--- src/rtl/oam_dma.sv ---
// oam_dma: sprite DMA that halts the CPU and copies one 256-byte CPU page into PPU OAM.
// Define OAM_DMA_ALIGN_EN to add the parity-driven ALIGN cycle (513/514-cycle transfers).
module oam_dma #(
    parameter logic [15:0] DMA_REG_ADDR = 16'h4014,
    parameter int unsigned PAGE_BYTES   = 256
) (
    input  logic        clk,
    input  logic        rst,
    input  logic [15:0] cpu_mem_addr,
    input  logic [7:0]  cpu_data_out,
    input  logic        cpu_write_en,
    output logic        cpu_halt,
    output logic [15:0] dma_mem_addr,
    output logic        dma_mem_read_en,
    input  logic [7:0]  dma_mem_data_in,
    output logic [7:0]  oam_index,
    output logic [7:0]  oam_data,
    output logic        oam_write_en,
    output logic        dma_active,
    output logic        dma_done
);

    localparam logic [7:0] LAST_IDX = 8'(PAGE_BYTES - 1);

    typedef enum logic [2:0] {
        IDLE,
        HALT,
`ifdef OAM_DMA_ALIGN_EN
        ALIGN,
`endif
        READ,
        WRITE
    } state_t;

    state_t      state_q, state_d;
    logic [7:0]  page_q, page_d;
    logic [7:0]  idx_q, idx_d;
    logic        halt_q, halt_d;
    logic        read_en_q, read_en_d;
    logic [15:0] addr_q, addr_d;
    logic        wr_en_q, wr_en_d;
    logic        done_q, done_d;
`ifdef OAM_DMA_ALIGN_EN
    logic        parity_q;
`endif

    // Next state plus next-cycle output decode so every output comes straight from a flop
    always_comb begin
        state_d = state_q;
        page_d  = page_q;
        idx_d   = idx_q;
        case (state_q)
            IDLE: begin
                if (cpu_write_en && (cpu_mem_addr == DMA_REG_ADDR)) begin
                    page_d  = cpu_data_out;
                    idx_d   = 8'd0;
                    state_d = HALT;
                end
            end
            HALT: begin
`ifdef OAM_DMA_ALIGN_EN
                state_d = parity_q ? ALIGN : READ;
`else
                state_d = READ;
`endif
            end
`ifdef OAM_DMA_ALIGN_EN
            ALIGN: state_d = READ;
`endif
            READ:  state_d = WRITE;
            WRITE: begin
                // idx wraps to 0 after the last byte; the page never carries
                idx_d   = idx_q + 8'd1;
                state_d = (idx_q == LAST_IDX) ? IDLE : READ;
            end
            default: state_d = IDLE;
        endcase

        halt_d    = (state_d != IDLE);
        read_en_d = (state_d == READ);
        addr_d    = read_en_d ? {page_d, idx_d} : 16'd0;
        wr_en_d   = (state_d == WRITE);
        done_d    = (state_q == WRITE) && (state_d == IDLE);
    end

    always_ff @(posedge clk or posedge rst) begin
        if (rst) begin
            state_q   <= IDLE;
            page_q    <= 8'd0;
            idx_q     <= 8'd0;
            halt_q    <= 1'b0;
            read_en_q <= 1'b0;
            addr_q    <= 16'd0;
            wr_en_q   <= 1'b0;
            done_q    <= 1'b0;
        end else begin
            state_q   <= state_d;
            page_q    <= page_d;
            idx_q     <= idx_d;
            halt_q    <= halt_d;
            read_en_q <= read_en_d;
            addr_q    <= addr_d;
            wr_en_q   <= wr_en_d;
            done_q    <= done_d;
        end
    end

`ifdef OAM_DMA_ALIGN_EN
    // Free-running cycle parity, independent of transfers
    always_ff @(posedge clk or posedge rst) begin
        if (rst) parity_q <= 1'b0;
        else     parity_q <= ~parity_q;
    end
`endif

    assign cpu_halt        = halt_q;
    assign dma_active      = halt_q;
    assign dma_mem_addr    = addr_q;
    assign dma_mem_read_en = read_en_q;
    assign oam_index       = idx_q;
    assign oam_write_en    = wr_en_q;
    assign dma_done        = done_q;
    // RAM data arrives during WRITE and passes straight through to OAM
    assign oam_data        = wr_en_q ? dma_mem_data_in : 8'd0;

endmodule

--- config.mk ---
export PLATFORM = sky130hd
export DESIGN_NAME = oam_dma
export DESIGN_NICKNAME = d
export VERILOG_FILES = /design/src/rtl/oam_dma.sv
export SDC_FILE = /design/constraint.sdc
export NUM_CORES = 1
export LEC_CHECK = 0
export CORE_ASPECT_RATIO = 1.2
export CORE_MARGIN = 2
export CORE_UTILIZATION = 44
export CTS_CLUSTER_SIZE = 24
export DETAILED_ROUTE_END_ITERATION = 6
export PLACE_DENSITY = 0.92
export SETUP_SLACK_MARGIN = 0.4
export SYNTH_ARGS = -nofsm -noshare
export SYNTH_HDL_FRONTEND = slang
export SYNTH_SLANG_ARGS = --single-unit
--- constraint.sdc ---
create_clock -name clk -period 4 [get_ports clk]
set_input_delay 0.8 -clock clk [delete_from_list [all_inputs] [get_ports clk]]
set_output_delay 0.8 -clock clk [all_outputs]
set_load 0.01 [all_outputs]
==> results.md <==
* FF/Latch Area at around 980 µm²
* FF+latch count, synth at 39
* Synth warn at 0
* WP data arrival at 1.96 ns
* Max-cap violation count at 0
* Antenna violations before repair at 0
* Syn Area/Cell at ~12 µm²
* RSZ-0062 raised after global routing: no
* Mapped Cells at 141
* Slew margin rel. at 0.667
* Pwr/cell area at 284 mW/mm²
* Fin Hold WS at 0.478 ns
* Tot Pwr at between 600 and 700 µW
* Synthesized net count at 177
* Die area at about 0.0042 mm²
* Detailed Place HPWL at about 2600 µm
* Fillcell total at 281
* Final Non-Filler Cells at 254
* Synth area leader: dfrtp_1
* CP Class: input port to primary output
* Final worst path period need at roughly 2.8 ns
* Status: finished, final reports clean
* WL/cell at approximately 14 µm
* Placed cells at 247
* Skew final at 0.00502 ns
* Cell area after layout at between 0.002 and 0.0025 mm²
* # hold bufs at CTS at 0
* Distinct cells, synth at 35
* GPL Wtd Cong at 0.806
* Grt ovf at 0
* Pleak at 1.13 nW
* HP Class: flop to flop
* PortBufs at 71
* Dpl ws at between 1 and 1.5 ns
* Register area share after synthesis at 0.596
* # diodes at 0
* Core area at about 0.0036 mm²
* Final WL at 3430 µm
* Fin util at 0.679
* Startpoint type of the worst setup path: input port
* Num rows at 24
* Worst setup margin at 1.24 ns
* Vias at 1332
* Vias in the first global route at 1305
* Final hold vios at 0
* Worst VDD drop at 0.229 mV
* Clock root buffer: clkbuf_8
* Worst slew pin tran at 0.498 ns
* Die H at 70.8 µm
* Crit end category: primary output
* TritonCTS buffer count at 5
* Gr usage total at 0.180
* Worst Reg2Reg Path Length in Cells at 4
* Initial core utilization at 0.455
* Clock-pin slew on the worst setup and hold paths at ~0.070 ns
* Drt pass-1 iters at 4
* Worst hold path depth at 1
* Dpl cell area at 0.00236 mm²
* H-tree levels at 2
* Top cells by area, synth: dfrtp_1, and2_1, mux2_2
* Layout cells sized above 1 at 0.102
* Die width at 59.7 µm
* Drt initial violations at 24
* Remaining DRCs at 0
* IO Pins at 72
* Via density at 5.24
* Critical Path RT at between 3 and 4 ns
* CTS max path bufs at 2
* Post-cts sizing count at 0
* Worst-Skew Late Latency at 0.29 ns
* Clock sink count at 39
* CP Max Fanout at 1
* Post-CTS Setup Repair Bufs at 0
* Area growth, synth to finish at 49.4%
* Post-DRT Antenna Nets at 0
* Largest net degree at the start of global routing at 40
* Post-synth top area share at 0.596
* Max Freq at around 360 MHz
* Footprint of the multi-input gates at 604 µm²
* Final Net Count at 251
* Post-route setup TNS at 0 ns
* Final setup violation count at 0
* Ratio of final minimum period to clock period at 0.691
* First-pass GRT wire length at 5620 µm
* TritonCTS clock tree: done
* Slew Limit Fails at 0
* Mapped Area at 0.00164 mm²
## cells in the final DEF, fill, tap and decap left out, types with 2 or more instances in the layout
| cell type | instances |
|---|---|
| nor2_1 | 8 |
| clkdlybuf4s50_1 | 71 |
| nand2_1 | 14 |
| a21oi_1 | 6 |
| o211ai_1 | 2 |
| and3_1 | 2 |
| xor2_1 | 2 |
| clkbuf_8 | 6 |
| nand3_1 | 6 |
| mux2_2 | 8 |
| or2_2 | 2 |
| or3_1 | 4 |
| o21ai_0 | 7 |
| nor4b_1 | 2 |
| dfrtp_1 | 39 |
| and2_1 | 16 |
## cell usage after synthesis
master and n:
a211oi_1 1, a21oi_1 6, and2_1 16, and3_1 2
and3_4 1, and3b_1 1, and4_4 1, buf_1 1
buf_4 1, buf_6 3, clkinv_4 1, conb_1 1
dfrtp_1 39, ha_1 1, inv_1 1, mux2_2 8
nand2_1 14, nand2b_1 1, nand3_1 6, nand3b_1 1
nor2_1 8, nor2_4 1, nor3b_1 1, nor4_1 1
nor4b_1 2, nor4bb_1 1, o211ai_1 2, o21ai_0 7
o221ai_1 1, o22ai_1 1, or2_2 2, or3_1 4
or3b_1 1, xnor2_1 1, xor2_1 2
## layer usage
metal  GRT usage  routed length (µm)  up-vias
met3      0.0567                 260        7
met1       0.191                1220      637
met4      0.0790                  71        0
li1            -                   -      626
met5           0                   0        -
met2       0.315                1880       62
## report_power, final
part | leakage [nW] | switching (mW) | internal, mW
registers | 0.501 | 0.000894 | 0.395
clock network | 0.0470 | 0.123 | 0.135
logic | 0.578 | 0.0118 | 0.0308
total | 1.13 | 0.135 | 0.561
## registers in the layout, summed over array words and instances, names as in the netlist
name	flops
dma_done	1
dma_mem_read_en	1
cpu_halt	1
oam_write_en	1
oam_index	8
page_q	8
state_q	3
dma_mem_addr	16
## final cells by class
type                    count  share of cell area
flip-flops and latches     39               0.399
repair buffers             72               0.293
multi-input cells          95               0.247
clock buffers               6              0.0337
well taps                  39              0.0199
inverters                   2             0.00511
clock inverters             1             0.00204
## cell families (layout without fill, tap and decap cells)
family / Yosys count / count (layout) / synth area share
multiplexers: 8 / 8 / 0.0550
buffers and inverters: 7 / 81 / 0.0351
adder cells (fa/ha/maj): 1 / 1 / 0.00764
flip-flops: 39 / 39 / 0.596
XOR/XNOR: 3 / 3 / 0.0160
AND/OR/NAND/NOR: 64 / 64 / 0.225
other: 1 / 1 / 0.00229
AO/OA/AOI/OAI: 18 / 18 / 0.0626
## worst max-delay path: stages
cell and delay (ns):
clkdlybuf4s50_1 0.45, and2_1 0.16, clkdlybuf4s50_1 0.55
## worst paths after layout
| kind | slack (ns) | from | to |
|---|---|---|---|
| hold reg to reg | 0.48 | page_q[4] | dma_mem_addr[12] |
| hold / removal | 0.48 | page_q[4] | dma_mem_addr[12] |
| max in group asynchronous | 2.76 | rst | dma_mem_addr[0] |
| setup reg to reg | 2.16 | state_q[2] | page_q[2] |
| setup / recovery | 1.24 | dma_mem_data_in[6] | oam_data[6] |
| min in group asynchronous | 0.91 | rst | dma_mem_read_en |
Power figures use the tool's default switching activity.
